$ cat config.mk
export PLATFORM = sky130hd
export DESIGN_NAME = register_writeback
export DESIGN_NICKNAME = d
export VERILOG_FILES = /design/src/rtl/register_writeback_pkg.sv /design/src/rtl/writeback_queue.sv /design/src/rtl/register_writeback.sv
export SDC_FILE = /design/constraint.sdc
export NUM_CORES = 1
export LEC_CHECK = 0
export BUFFER_PORTS_ARGS = -buffer_cell sky130_fd_sc_hd__buf_4
export CAP_MARGIN = 20
export CORE_MARGIN = 5
export CORE_UTILIZATION = 35
export CTS_BUF_LIST = sky130_fd_sc_hd__clkbuf_16
export CTS_CLUSTER_DIAMETER = 50
export DETAILED_ROUTE_END_ITERATION = 10
export RECOVER_POWER = 25
export SLEW_MARGIN = 20
export SYNTH_ARGS = -nofsm -noshare
export SYNTH_HDL_FRONTEND = slang
export SYNTH_SLANG_ARGS = --single-unit
$ cat constraint.sdc
create_clock -name clock -period 4.1 [get_ports clock]
set_input_delay 0.615 -clock clock [delete_from_list [all_inputs] [get_ports clock]]
set_output_delay 0.615 -clock clock [all_outputs]
set_load 0.02 [all_outputs]
$ cat src/rtl/register_writeback_pkg.sv
// Shared register-file constants used by the write-back path.
package register_writeback_pkg;

  // These values match the register file's write port.
  localparam int               REG_ADDR_WIDTH = 5;
  localparam int               REG_DATA_WIDTH = 32;
  localparam logic [4:0]       REG_ZERO       = 5'd0;

endpackage

$ cat src/rtl/writeback_queue.sv
// In-order circular buffer with two enqueue ports (first is older) and one
// pop per cycle whenever it holds anything.
module writeback_queue
  import register_writeback_pkg::*;
#(
  parameter int DEPTH      = 4,
  parameter int DATA_WIDTH = REG_DATA_WIDTH,
  parameter int ADDR_WIDTH = REG_ADDR_WIDTH,
  localparam int PTR_W     = $clog2(DEPTH),
  localparam int CNT_W     = PTR_W + 1
) (
  input  logic                  clock,
  input  logic                  reset,
  input  logic                  push_first,
  input  logic [ADDR_WIDTH-1:0] push_first_register,
  input  logic [DATA_WIDTH-1:0] push_first_data,
  input  logic                  push_second,
  input  logic [ADDR_WIDTH-1:0] push_second_register,
  input  logic [DATA_WIDTH-1:0] push_second_data,
  output logic [ADDR_WIDTH-1:0] head_register,
  output logic [DATA_WIDTH-1:0] head_data,
  output logic [CNT_W-1:0]      count,
  output logic [PTR_W-1:0]      tail_ptr,
  output logic [ADDR_WIDTH-1:0] entry_register [DEPTH],
  output logic [DATA_WIDTH-1:0] entry_data     [DEPTH]
);

  logic [ADDR_WIDTH-1:0] reg_q  [DEPTH];
  logic [DATA_WIDTH-1:0] data_q [DEPTH];
  logic [PTR_W-1:0]      head_q;
  logic [PTR_W-1:0]      tail_q;
  logic [CNT_W-1:0]      count_q;

  logic                  pop;
  logic [1:0]            n_push;
  logic [PTR_W-1:0]      second_slot;
  logic [CNT_W-1:0]      count_next;

  // Pop is unconditional while occupied: the register file never stalls.
  always_comb begin
    pop         = (count_q != '0);
    n_push      = {1'b0, push_first} + {1'b0, push_second};
    second_slot = push_first ? tail_q + PTR_W'(1) : tail_q;
    count_next  = count_q - CNT_W'(pop) + CNT_W'(n_push);
  end

  // Entry storage carries no reset; occupancy is tracked by the pointers.
  always_ff @(posedge clock) begin
    if (push_first) begin
      reg_q[tail_q]  <= push_first_register;
      data_q[tail_q] <= push_first_data;
    end
    if (push_second) begin
      reg_q[second_slot]  <= push_second_register;
      data_q[second_slot] <= push_second_data;
    end
  end

  // Pointers wrap naturally because DEPTH is a power of two.
  always_ff @(posedge clock or posedge reset) begin
    if (reset) begin
      head_q  <= '0;
      tail_q  <= '0;
      count_q <= '0;
    end else begin
      head_q  <= head_q + PTR_W'(pop);
      tail_q  <= tail_q + PTR_W'(n_push);
      count_q <= count_next;
    end
  end

  assign head_register  = reg_q[head_q];
  assign head_data      = data_q[head_q];
  assign count          = count_q;
  assign tail_ptr       = tail_q;
  assign entry_register = reg_q;
  assign entry_data     = data_q;

endmodule

$ cat src/rtl/register_writeback.sv
// Write-back initiator for the register file: arbitrates load and ALU
// results into an in-order queue, drains one write per cycle and offers
// forwarding of values accepted but not yet committed.
module register_writeback
  import register_writeback_pkg::*;
#(
  parameter int DEPTH      = 4,
  parameter int DATA_WIDTH = REG_DATA_WIDTH,
  parameter int ADDR_WIDTH = REG_ADDR_WIDTH
) (
  input  logic                     clock,
  input  logic                     reset,
  input  logic                     memValid,
  input  logic [ADDR_WIDTH-1:0]    memRegister,
  input  logic [DATA_WIDTH-1:0]    memData,
  output logic                     memReady,
  input  logic                     aluValid,
  input  logic [ADDR_WIDTH-1:0]    aluRegister,
  input  logic [DATA_WIDTH-1:0]    aluData,
  output logic                     aluReady,
  output logic                     regWrite,
  output logic [ADDR_WIDTH-1:0]    writeRegister,
  output logic [DATA_WIDTH-1:0]    writeData,
  input  logic [ADDR_WIDTH-1:0]    lookupRegister,
  output logic                     lookupHit,
  output logic [DATA_WIDTH-1:0]    lookupData,
  output logic [$clog2(DEPTH):0]   count,
  output logic                     empty,
  output logic                     full
);

  localparam int PTR_W = $clog2(DEPTH);
  localparam int CNT_W = PTR_W + 1;
  localparam logic [ADDR_WIDTH-1:0] ZERO_REG = ADDR_WIDTH'(REG_ZERO);

  logic [ADDR_WIDTH-1:0] head_register;
  logic [DATA_WIDTH-1:0] head_data;
  logic [CNT_W-1:0]      count_q;
  logic [PTR_W-1:0]      tail_ptr;
  logic [ADDR_WIDTH-1:0] entry_register [DEPTH];
  logic [DATA_WIDTH-1:0] entry_data     [DEPTH];

  logic                  mem_push;
  logic                  alu_push;
  logic [CNT_W:0]        alu_demand;
  logic [PTR_W-1:0]      scan_idx;

  // Ready ignores the same-cycle pop; the ALU port reserves room for a
  // simultaneous load, which is the older instruction.
  always_comb begin
    empty      = (count_q == '0);
    full       = (count_q == CNT_W'(DEPTH));
    alu_demand = {1'b0, count_q} + (CNT_W+1)'(memValid);
    memReady   = !full;
    aluReady   = (alu_demand < (CNT_W+1)'(DEPTH));
    mem_push   = memValid && memReady && (memRegister != ZERO_REG);
    alu_push   = aluValid && aluReady && (aluRegister != ZERO_REG);
  end

  writeback_queue #(
    .DEPTH      (DEPTH),
    .DATA_WIDTH (DATA_WIDTH),
    .ADDR_WIDTH (ADDR_WIDTH)
  ) u_queue (
    .clock                (clock),
    .reset                (reset),
    .push_first           (mem_push),
    .push_first_register  (memRegister),
    .push_first_data      (memData),
    .push_second          (alu_push),
    .push_second_register (aluRegister),
    .push_second_data     (aluData),
    .head_register        (head_register),
    .head_data            (head_data),
    .count                (count_q),
    .tail_ptr             (tail_ptr),
    .entry_register       (entry_register),
    .entry_data           (entry_data)
  );

  // Head entry drives the write port; outputs are held at zero when idle.
  always_comb begin
    regWrite      = !empty;
    writeRegister = empty ? '0 : head_register;
    writeData     = empty ? '0 : head_data;
  end

  // Youngest-match scan from tail-1 back towards head; the first hit wins.
  always_comb begin
    lookupHit  = 1'b0;
    lookupData = '0;
    scan_idx   = '0;
    for (int i = 0; i < DEPTH; i++) begin
      scan_idx = tail_ptr - PTR_W'(i + 1);
      if (!lookupHit && (CNT_W'(i) < count_q) &&
          (lookupRegister != ZERO_REG) &&
          (entry_register[scan_idx] == lookupRegister)) begin
        lookupHit  = 1'b1;
        lookupData = entry_data[scan_idx];
      end
    end
  end

  assign count = count_q;

endmodule

Word-level counts from Yosys, hierarchy flattened
Index checks and enable logic that the tools add are counted.
{ "word_totals": {"input_bits": 83, "register_bits": 155, "output_inout_bits": 78, "word_cells": 129} }
{ "op_classes": {"reduce_logical": 27, "bitwise": 6, "mux": 57, "n_lt_le_gt_ge": 13, "eq_ne": 5, "n_addsub": 10} }
{ "ops": {"columns": ["cell", "count"], "rows": [
  ["32-bit 2-to-1 mux", 17],
  ["32-bit binary-select mux with 2-bit select", 5],
  ["128-bit bitwise mux", 2],
  ["128-bit 2-to-1 mux", 2],
  ["32-bit demux with 2-bit select", 2],
  ["5-bit 2-to-1 mux", 13],
  ["5-bit binary-select mux with 2-bit select", 5],
  ["20-bit bitwise mux", 2],
  ["20-bit 2-to-1 mux", 2],
  ["5-bit demux with 2-bit select", 2],
  ["5-bit equality test", 4],
  ["3-bit greater-or-equal comparator (second input constant)", 6],
  ["2-bit NOT with 3-bit output", 6],
  ["1-bit logical AND", 17],
  ["5-bit nonzero test", 3],
  ["1-bit by 3-bit < comparator with 1-bit output (first input constant)", 2],
  ["2-bit by 3-bit < comparator with 1-bit output (first input constant)", 2],
  ["3-bit by 1-bit < comparator with 1-bit output (second input constant)", 2],
  ["1-bit logical NOT", 5],
  ["3-bit by 1-bit adder with 4-bit output", 1],
  ["4-bit by 3-bit < comparator with 1-bit output (second input constant)", 1],
  ["1-bit 2-to-1 mux", 4],
  ["2-bit subtractor (second input constant)", 2],
  ["3-bit by 2-bit adder with 3-bit output", 1],
  ["other kinds (10)", 10]
]} }

Longest topological paths before layout
{ "depth": {"ltp_word": 23, "mapped_depth": 15} }

Hierarchy
Synthesis repeated with hierarchy kept, for this count alone.
{ "unflattened": {"hier_cells": 1186, "hier_area_um2": 12510.7} }
{ "modules_own_cells": {"columns": ["module", "n_inst", "seq_area_each_um2", "cells_per_inst", "area_each_um2"], "rows": [
  ["writeback_queue", 1, 3138.0, 562, 7922.6],
  ["register_writeback", 1, 0.0, 624, 4588.2]
]} }

Least setup slack after synthesis
Ideal clock, no wire load.
{ "synth_timing": {"path_type": "register -> output", "start": "reg u_queue.tail_q[0], in the netlist u_queue.tail_ptr[0]", "end": "out lookupData[11]", "t_arrival_ns": 3.227, "setup_slack_ns": 0.258, "stages_incl_launch_ff": 15, "path_cell_list": "dfrtp_1 buf_6 buf_4 inv_1 ha_1 buf_2 buf_2 mux4_2 xor2_1 nor4_2 nand2_1 and4_1 clkbuf_1 clkbuf_1 o2bb2ai_1"} }
{ "synth_between": {"elab_chain_len": 23} }
{ "synth_lines": {"columns": ["item", "line_no", "source"], "rows": [
  ["from (decl)", "writeback_queue.sv:31", "logic [PTR_W-1:0] tail_q;"],
  ["from (signal assigned)", "writeback_queue.sv:67", "tail_q <= tail_q + PTR_W'(n_push);"],
  ["2-bit by 1-bit subtractor with 2-bit output", "register_writeback.sv:94", "scan_idx = tail_ptr - PTR_W'(i + 1);"],
  ["2-bit NOT with 3-bit output (not written as such)", "register_writeback.sv:97, register_writeback.sv:99", null],
  ["5-bit binary-select mux with 2-bit select", "register_writeback.sv:97", "(entry_register[scan_idx] == lookupRegister)) begin"],
  ["5-bit 2-to-1 mux (not written as such) (2 in series)", "register_writeback.sv:97", null],
  ["5-bit equality test", "register_writeback.sv:97", null],
  ["1-bit logical AND", "register_writeback.sv:96", "(lookupRegister != ZERO_REG) &&"],
  ["1-bit 2-to-1 mux", "register_writeback.sv:95", "if (!lookupHit && (CNT_W'(i) < count_q) &&"],
  ["1-bit logical NOT", "register_writeback.sv:95", null],
  ["(+4 left out)", null, null],
  ["1-bit logical NOT", "register_writeback.sv:95", null],
  ["1-bit logical AND (2 in series)", "register_writeback.sv:95", null],
  ["1-bit logical AND", "register_writeback.sv:96", null],
  ["1-bit 2-to-1 mux", "register_writeback.sv:95", null],
  ["1-bit logical NOT", "register_writeback.sv:95", null],
  ["1-bit logical AND (2 in series)", "register_writeback.sv:95", null],
  ["1-bit logical AND", "register_writeback.sv:96", null],
  ["32-bit 2-to-1 mux (*)", "register_writeback.sv:95", null],
  ["to (decl)", "register_writeback.sv:26", "output logic [DATA_WIDTH-1:0] lookupData,"]
]} }
Every way passes the cells marked *; elsewhere a longest branch is shown, timed or not. The select of a mux whose other input is x is not followed.

Worst setup path in the final report
{ "layout_timing": {"start": "reg u_queue.tail_q[0], in the netlist u_queue.tail_ptr[0]", "end": "out lookupData[10]"} }
The elaborated chain is that of the path after synthesis.

==> run metrics <==
Final ANT Viol Nets 0; syn_area_per_cell 10.9 µm²; period utilization 100%; drt drc 0; Worst path slowest cell mux4_2; grt ovf 0; initial antenna violation count 1; dominant synthesized flop cell dfxtp_1; CTS Root Cell clkbuf_16; GPL Wtd Cong 0.832; num rows 68; FFs w/ async S/R, synth 4.52%; routed len/inst 23.5 µm; failing checks capacitance limit, slew limit; Cell variety after synth 45; CTS Buf Count 17; CP Capture Type primary output; Die Wd 198 µm; number of synthesis warnings 0; RR Startpoint u_queue.count[2]$_DFF_PP0_; Max Slew Vio Count 29; Initial Utilization 35.5%; most frequent CP cell buf_6; most frequent cells in the layout mux4_2 (181), buf_4 (181), mux2i_1 (148), dfxtp_1 (148), nor2_1 (108); Vias/cell 6.03; run status complete, but fails checks; final hold vios 0; largest net degree at the start of global routing 65; clock latency on the worst-skew pair 0.44 ns; sequential area share after synthesis 25.5%; Cell Chain, Critical Path clkinvlp_4, ha_4, buf_6, mux4_2, xor2_2, nor4_4, o211a_4, buf_6, a221oi_1, o2bb2ai_2, buf_4; worst setup margin 0.00104 ns; TritonCTS sink count 155; Seq cells post-synth 155; Leak 6.26 nW; DR pass1 iterations 5; vias in the first global route 9897; WL final 40300 µm; Worst Skew 0.00795 ns; post-DP HPWL 26000 µm; EDFF count, synth 0; crit-path max cell delay 0.52 ns; Cells after DPL 1664; Tightest Pin Transition 1.51 ns; chip height 198 µm; VDD IR max 668 µV; Area Overhead vs Synth 21.0%; Worst setup SP type register; Die Area 39000 µm²; Worst slew margin -0.960%; Worst EP arrival 3.48 ns; r2r setup slk 0.63 ns; ratio of cells with drive above 1 in the final layout 36.8%; Hold WC Path Type input pin to async pin; first-pass GRT wire length 60700 µm; min cycle time layout 4.10 ns; max-cap violation count 1; Netlist Area Pre-Place 12300 µm²; Vias 10319; Clock H-tree levels 4; Post-Syn Nets 1221; worst hold slack 0.133 ns; peak fanout along the critical path 7; RSZ-0062 raised after global routing true; Synth top area share 33.1%; Worst Setup Path Type register to primary output; IO Count 161; CTS max path bufs 2; clk slew on worst S/H paths 0.07 ns; pre-CTS setup slack 0.239 ns; Mapped Cells 1127; CTS tree yes; PortBufs 160; crit path from u_queue.tail_ptr[0]$_DFF_PP0_; Finish-stage setup viols 0; core area 34600 µm²; Post-Layout Cell Count 1712; Critical Path End lookupData[10]; Layout Nets 1340; Power Density 1070 nW/µm²; Synth area leader mux4_2; antenna cells 0; r2r endpoint u_queue.entry_data[57]$_DFF_P_; fmax 0.244 GHz; Synth area leaders mux4_2 (33%), dfxtp_1 (24%), mux2i_1 (12%), nor2_1 (3.4%), o21ai_0 (3.1%); Global Route Usage Sum 20.0%; CP required 3.48 ns; Initial DRC Count 871; Worst R2R Path Depth 6
[cells in the mapped netlist (11+ instances only)]
cell / n
mux4_2: 181
dfxtp_1: 148
mux2i_1: 148
nor2_1: 110
nand2_1: 80
o21ai_0: 77
a21oi_1: 76
clkbuf_1: 58
and2_1: 38
buf_2: 38
o2bb2ai_1: 32
a221oi_1: 20
xnor2_1: 15
inv_1: 12
a221oi_2: 11
[worst min path at each step]
stage / from / to / slack (ns) / cells past startpoint
CTS: reset / u_queue.tail_ptr[0]$_DFF_PP0_ / 0.12 / 2
detailed placement: u_queue.entry_data[127]$_DFF_P_ / u_queue.entry_data[127]$_DFF_P_ / 0.59 / 2
global placement: u_queue.entry_data[37]$_DFF_P_ / u_queue.entry_data[37]$_DFF_P_ / 0.57 / 2
finish: reset / u_queue.tail_ptr[1]$_DFF_PP0_ / 0.13 / 2
floorplan: reset / u_queue.count[0]$_DFF_PP0_ / 0.42 / 1
global route: reset / u_queue.tail_ptr[0]$_DFF_PP0_ / 0.13 / 2
[critical path: cells and delay by family, from the launching register on]
| family | cells | cell delay (ns) |
|---|---|---|
| multiplexers | 1 | 0.52 |
| adder cells (fa/ha/maj) | 1 | 0.31 |
| buffers and inverters | 4 | 0.60 |
| XOR/XNOR | 1 | 0.21 |
| flip-flops | 1 | 0.45 |
| AND/OR/NAND/NOR | 1 | 0.35 |
| AO/OA/AOI/OAI | 3 | 0.61 |
[timing repair]
item | in CTS | in global routing
gates resized for setup | 7 | 26
pin swaps | 2 | 10
gates cloned | 0 | 3
setup buffers | 6 | 9
endpoints found under the setup margin | 32 | 32
hold buffers | 0 | 0
[flip-flops by register name (all words and copies together) (netlist names)]
register,count
u_queue.tail_ptr,2
u_queue.entry_register,20
u_queue.count,3
u_queue.head_q,2
u_queue.entry_data,128
[power breakdown]
part	internal, W	switching [W]
Sequential	0.00237	0.00134
Combinational	0.00585	0.00491
Clock	0.000820	0.000680
[kinds of logic after synthesis]
group | share of synthesized area, %
AO/OA/AOI/OAI | 11.8
XOR/XNOR | 1.71
adder cells (fa/ha/maj) | 1.18
buffers and inverters | 4.62
flip-flops | 25.5
multiplexers | 46.0
AND/OR/NAND/NOR | 9.21
[cell type report]
class	count	area (µm²)
Clock buffer	17	425
Clock inverter	13	108
Fill cell	3283	19700
Inverter	12	48.8
Multi-Input combinational cell	847	8800
Sequential cell	155	3150
Tap cell	455	569
Timing Repair Buffer	213	1790
[per-layer routing]
metal  vias to the layer above  track usage (%)  wire [µm]
met4                         2             4.03        526
met1                      5261             27.8      17300
met2                       399             33.2      19900
met3                        38             3.45       2540
met5                         -                0         13
li1                       4619                -          -
[stage by stage]
step           utilization [%]  setup TNS (ns)  instance area [µm²]  power (W)
6_report                  43.0               0                14900     0.0160
5_1_grt                   43.0           -1.26                14900     0.0170
3_5_place_dp              40.5               0                14000     0.0141
2_1_floorplan                -               0                12300     0.0111
4_1_cts                   42.2         -0.0168                14600     0.0157
3_3_place_gp              40.5               0                14000     0.0139
No activity file was read; power rests on OpenSTA's default activity.
